===== config.mk =====
export PLATFORM = sky130hd
export DESIGN_NAME = fetch_unit
export DESIGN_NICKNAME = d
export VERILOG_FILES = /design/src/rtl/fetch_unit.sv
export SDC_FILE = /design/constraint.sdc
export NUM_CORES = 1
export LEC_CHECK = 0
export CAP_MARGIN = 10
export CORE_MARGIN = 1.5
export CORE_UTILIZATION = 31
export CTS_CLUSTER_SIZE = 25
export DETAILED_ROUTE_END_ITERATION = 16
export RECOVER_POWER = 25
export SYNTH_ARGS = -nofsm -noshare
export SYNTH_HDL_FRONTEND = slang
export SYNTH_SLANG_ARGS = --single-unit

===== constraint.sdc =====
create_clock -name clk -period 1.9 [get_ports clk]
set_clock_uncertainty 0.2 [all_clocks]
set_input_delay 0.57 -clock clk [delete_from_list [all_inputs] [get_ports clk]]
set_output_delay 0.57 -clock clk [all_outputs]
set_load 0.005 [all_outputs]

===== src/rtl/fetch_unit.sv =====
// Instruction fetch stage: owns the PC, keeps one instruction-memory request in flight,
// and holds the fetched PC/instruction pair until downstream accepts it or a redirect drops it.
module fetch_unit #(
    parameter int unsigned PC_WIDTH   = 9,
    parameter int unsigned DATA_WIDTH = 32,
    parameter int unsigned PC_STEP    = 4,
    parameter int unsigned RESET_PC   = 0
) (
    input  logic                  clk,
    input  logic                  rst,
    input  logic                  stall,
    input  logic                  redirect,
    input  logic [PC_WIDTH-1:0]   redirect_pc,
    output logic                  imem_req,
    output logic [PC_WIDTH-1:0]   imem_addr,
    input  logic                  imem_rvalid,
    input  logic [DATA_WIDTH-1:0] imem_rdata,
    output logic                  valid_o,
    output logic [PC_WIDTH-1:0]   pco,
    output logic [DATA_WIDTH-1:0] instro
);

    typedef enum logic [1:0] {
        S_IDLE  = 2'd0,
        S_ISSUE = 2'd1,
        S_WAIT  = 2'd2,
        S_HOLD  = 2'd3
    } state_t;

    state_t                  state_q, state_d;
    logic [PC_WIDTH-1:0]     pc_q, pc_d;
    logic                    kill_q, kill_d;
    logic [PC_WIDTH-1:0]     pco_q, pco_d;
    logic [DATA_WIDTH-1:0]   instro_q, instro_d;

    always_ff @(posedge clk or posedge rst) begin
        if (rst) begin
            state_q  <= S_IDLE;
            pc_q     <= PC_WIDTH'(RESET_PC);
            kill_q   <= 1'b0;
            pco_q    <= '0;
            instro_q <= '0;
        end else begin
            state_q  <= state_d;
            pc_q     <= pc_d;
            kill_q   <= kill_d;
            pco_q    <= pco_d;
            instro_q <= instro_d;
        end
    end

    always_comb begin
        state_d  = state_q;
        pc_d     = pc_q;
        kill_d   = kill_q;
        pco_d    = pco_q;
        instro_d = instro_q;

        if (redirect) begin
            // A request already on the bus cannot be recalled, so its response is marked for discard.
            pc_d = redirect_pc;
            case (state_q)
                S_ISSUE: begin
                    kill_d  = 1'b1;
                    state_d = S_WAIT;
                end
                S_WAIT: begin
                    if (imem_rvalid) begin
                        kill_d  = 1'b0;
                        state_d = S_ISSUE;
                    end else begin
                        kill_d  = 1'b1;
                    end
                end
                default: state_d = S_ISSUE;
            endcase
        end else begin
            case (state_q)
                S_IDLE:  state_d = S_ISSUE;
                S_ISSUE: state_d = S_WAIT;
                S_WAIT: begin
                    if (imem_rvalid) begin
                        if (kill_q) begin
                            kill_d  = 1'b0;
                            state_d = S_ISSUE;
                        end else begin
                            pco_d    = pc_q;
                            instro_d = imem_rdata;
                            state_d  = S_HOLD;
                        end
                    end
                end
                S_HOLD: begin
                    if (!stall) begin
                        pc_d    = pc_q + PC_WIDTH'(PC_STEP);
                        state_d = S_ISSUE;
                    end
                end
                default: state_d = S_IDLE;
            endcase
        end
    end

    assign imem_req  = (state_q == S_ISSUE);
    assign imem_addr = imem_req ? pc_q : '0;
    assign valid_o   = (state_q == S_HOLD) && !redirect;
    assign pco       = pco_q;
    assign instro    = instro_q;

endmodule


* Word level (Yosys, flattened, before mapping)
Cells that the tools add are included.
Cells by class: bitwise operators 2, eq/ne operators 6, muxes and demuxes 16, reduce and logical (&&, ||, !) cells 11, $add $sub $neg 1
Operators by type and width (number):
- $mux 9 | 4
- $mux 2 | 5
- $add 9x3->9 const B | 1
- $pmux 2 s4 | 1
- $reduce_bool 2->1 | 4
- $eq 2x2->1 const B | 2
- $mux 1 | 4
- $pmux 2 s2 | 1
- $reduce_and 2->1 | 2
- $reduce_and 4->1 | 1
- $ne 3x3->1 const B | 1
- $reduce_and 3->1 | 1
- $eq 2x1->1 const B | 1
- $logic_not 2->1 | 1
- $ne 2x1->1 const B | 1
- $ne 2x2->1 const B | 1
- $not 1->1 | 2
- $pmux 1 s2 | 1
- $logic_and 1x1->1 | 1
- $logic_not 1->1 | 1
Word-level totals: register bits 53, word-level logic and storage cells 41, output and inout port bits 52

* Logic depth before layout (Yosys ltp)
word-level depth 4, mapped depth 6

* Worst setup path before layout
OpenSTA, ideal clock, no wires.
path kind in2reg, start in redirect, end reg instro_q[16], in the netlist instro[16], library setup time 0.125 ns, arrival time 1.498 ns, setup slack 0.077 ns, stages 4, buffers on the path 2, path through buf_2 -> nor3_4 -> buf_4 -> mux2_2
Between the ends: cells in the longest elaborated chain, start to end 2
RTL lines:
- from (decl) | RTL line 12 | input logic redirect,
- $not 1->1 (no source line)
- $reduce_and 4->1 (no source line)
- to (signal assigned) | RTL line 48 | instro_q <= instro_d;
- to (decl) | RTL line 34 | logic [DATA_WIDTH-1:0] instro_q, instro_d;
Every way passes these cells. A chain may end at the register's enable or synchronous reset.

* Worst setup path in the final report
start reg state_q[1], end out imem_addr[0]
Between the ends: cells in the longest elaborated chain, start to end 2
RTL lines:
- from (decl) | RTL line 30 | state_t state_q, state_d;
- from (signal assigned) | RTL line 44 | state_q <= state_d;
- $eq 2x1->1 | RTL line 104 | assign imem_req = (state_q == S_ISSUE);
- $mux 9 | RTL line 105 | assign imem_addr = imem_req ? pc_q : '0;
- to (decl) | RTL line 15 | output logic [PC_WIDTH-1:0] imem_addr,
Every way passes these cells.

==> metrics.csv <==
metric,value,unit
status,"complete, but fails checks",
violations,setup timing,
cts_buffers,5,
startpoint_type,register,
dp_cells,369,
synth_area_per_cell,13.8,um^2
crit_arrival,1.28,ns
power,4240,uW
synthCells,164,
pin_count,98,
critical_path_required,1.13,ns
cap_violations,0,
slowest_stage,dfrtp_1,
core,6910,um^2
area_delta_synth_final,77.9,%
tightest_slew,0.736,ns
n_antenna_cell,0,
synth_edf_count,0,
dieArea,7800,um^2
fmax,487,MHz
cellLeakagePower,0.00197,uW
clock_path_buffers,2,
die_h,88.3,um
rsz0062_at_grt,true,
maxSlewHeadroom,50.9,%
chipWidth,88.3,um
instances_no_fill,397,
ys_warn_count,0,
setup_ws,-0.154,ns
cp_common_cell,buf_6,
grt_pass1_wl,9.28,mm
pre_cts_slack,-0.606,ns
synth_top_area_cell,dfrtp_1,
vias_per_cell,4.50,
h-tree-depth,2,
timing.final.crit_share,108,%
synth_area_leaders,"dfrtp_1 59%, mux2_2 20%, and2_1 2.5%",
start_util,32.7,%
grt_pass1_vias,1944,
cellPowerDensity,1060,nW/um^2
drv_slew,0,
grt_use_total,15.6,%
rows,30,
post-route-min-period,2.05,ns
first_iter_violations,37,
drive_gt1_share,39.9,%
crit_type,reg -> out,
syn-num-nets,214,
ir_drop,0.000528,V
clock_latency,0.30,ns
synth_seq_area_share,58.8,%
clkSinkCount,53,
hpwlAfterDp,3.67,mm
via_count,1788,
synth_flop_cell,dfrtp_1,
postLayoutCoreUtil,58.1,%
portBuffers,97,
cts_tree,yes,
ys_ff_latch,53,
worstPathMaxFanout,5,
overflow,0,
cts_hold_buf,0,
path_depth,5,
cp_num_buf_inv,3,
grt_antenna_before_repair,0,
routed_wl,5.97,mm
finalHoldViolations,0,
synth_top_area_share,58.8,%
r2r_cells,9,
synth_cell_type_count,28,
slowest_delay,0.40,ns
cp_top_family,flip-flops,
first_pass_iters,4,
async_flop_share,100,%
hp-class,reg -> reg,
finalSetupViolations,44,
antenna_left,0,
gp_congestion,0.768,
avgRoutedWirePerCell,15.0,um
grt_max_degree,54,
endpoint_kind,output port,
layout.nets,350,
path_clk_slew,0.09,ns
drc,0,
cts_root_buffer,clkbuf_8,
crit_chain,inv_2 > ha_4 > buf_6 > and2_4 > buf_6,
synth_area,2260,um^2
min_delay_path_depth,1,
synthesized netlist by cell type, types with 3 or more instances:
cell      n
mux2_2   40
and2_1    9
dfrtp_1  53
inv_1     6
mux2i_1   3
o21ai_0   3
buf_4     4
or4_1     4
mux2_1    3
nand3_1   4
a31oi_1   3
ha_1      4
nand2_1   8
registers in the layout, indices dropped and copies added, names as in the netlist:
| signal | flops |
|---|---|
| instro | 32 |
| kill_q | 1 |
| pc_q | 9 |
| pco | 9 |
| state_q | 2 |
where the power goes:
| part | internal [uW] | switching [uW] |
|---|---|---|
| Sequential | 1460 | 172 |
| Clock | 262 | 361 |
| Combinational | 1330 | 660 |
logic make-up after synthesis:
| kind of cell | synth area share [%] |
|---|---|
| AO/OA/AOI/OAI | 3.77 |
| XOR/XNOR | 0.776 |
| adder cells (fa/ha/maj) | 2.22 |
| buffers and inverters | 3.38 |
| flip-flops | 58.8 |
| multiplexers | 22.8 |
| AND/OR/NAND/NOR | 8.32 |
placed cells by master (no fill, tap or decap), types with 3 or more instances in the layout:
| master | count |
|---|---|
| dfrtp_1 | 53 |
| dlygate4sd2_1 | 43 |
| clkdlybuf4s50_1 | 42 |
| mux2_4 | 41 |
| buf_4 | 22 |
| buf_6 | 17 |
| and2_4 | 9 |
| nand2_1 | 7 |
| clkbuf_8 | 5 |
| nand3_1 | 4 |
| or4_1 | 4 |
| buf_8 | 4 |
| inv_1 | 3 |
| mux2i_1 | 3 |
| o21ai_0 | 3 |
| a31oi_1 | 3 |
| ha_4 | 3 |
routing by layer:
layer / vias to the layer above / GRT usage (%) / part of all wire (%)
met2: 63 / 25.5 / 45
met5: - / 0 / 0
li1: 846 / - / -
met3: 4 / 5.41 / 7.8
met4: 0 / 3.41 / 0.52
met1: 875 / 20.0 / 46
path summary, 6_finish.rpt:
path                                        start                endpoint  slack [ns]
max in group asynchronous                     rst   instro[0]$_DFFE_PP0P_        0.22
setup / recovery           state_q[1]$_DFFE_PP0P_            imem_addr[0]       -0.15
min in group asynchronous                     rst   instro[9]$_DFFE_PP0P_        0.78
setup reg to reg           state_q[0]$_DFFE_PP0P_  instro[21]$_DFFE_PP0P_       -0.07
hold reg to reg            instro[17]$_DFFE_PP0P_  instro[17]$_DFFE_PP0P_        0.31
hold / removal             instro[17]$_DFFE_PP0P_  instro[17]$_DFFE_PP0P_        0.31
through the flow:
| step | area, um^2 | TNS, ns | hold WS (ns) |
|---|---|---|---|
| 3_5_place_dp | 3490 | -25.36 | 0.276 |
| 2_1_floorplan | 2260 | 0 | 0.283 |
| 3_3_place_gp | 3490 | -24.69 | 0.267 |
| 5_1_grt | 4020 | -5.91 | 0.322 |
| 4_1_cts | 3950 | -4.51 | 0.311 |
| 6_report | 4020 | -2.88 | 0.307 |
final cells by class:
type / count / area [um^2]
timing repair buffer: 136 / 1360
clock inverter: 1 / 7.51
clock buffer: 7 / 76.3
fill: 608 / 2890
sequential: 53 / 1330
multi-input combinational: 98 / 1100
tap: 96 / 120
inverter: 6 / 28.8
timing repair:
action	in CTS	in global routing
pin swaps	13	5
setup buffers	12	7
setup endpoints to repair	95	54
gates resized for setup	151	31
cloned	5	2
No activity file was read; power rests on OpenSTA's default activity.
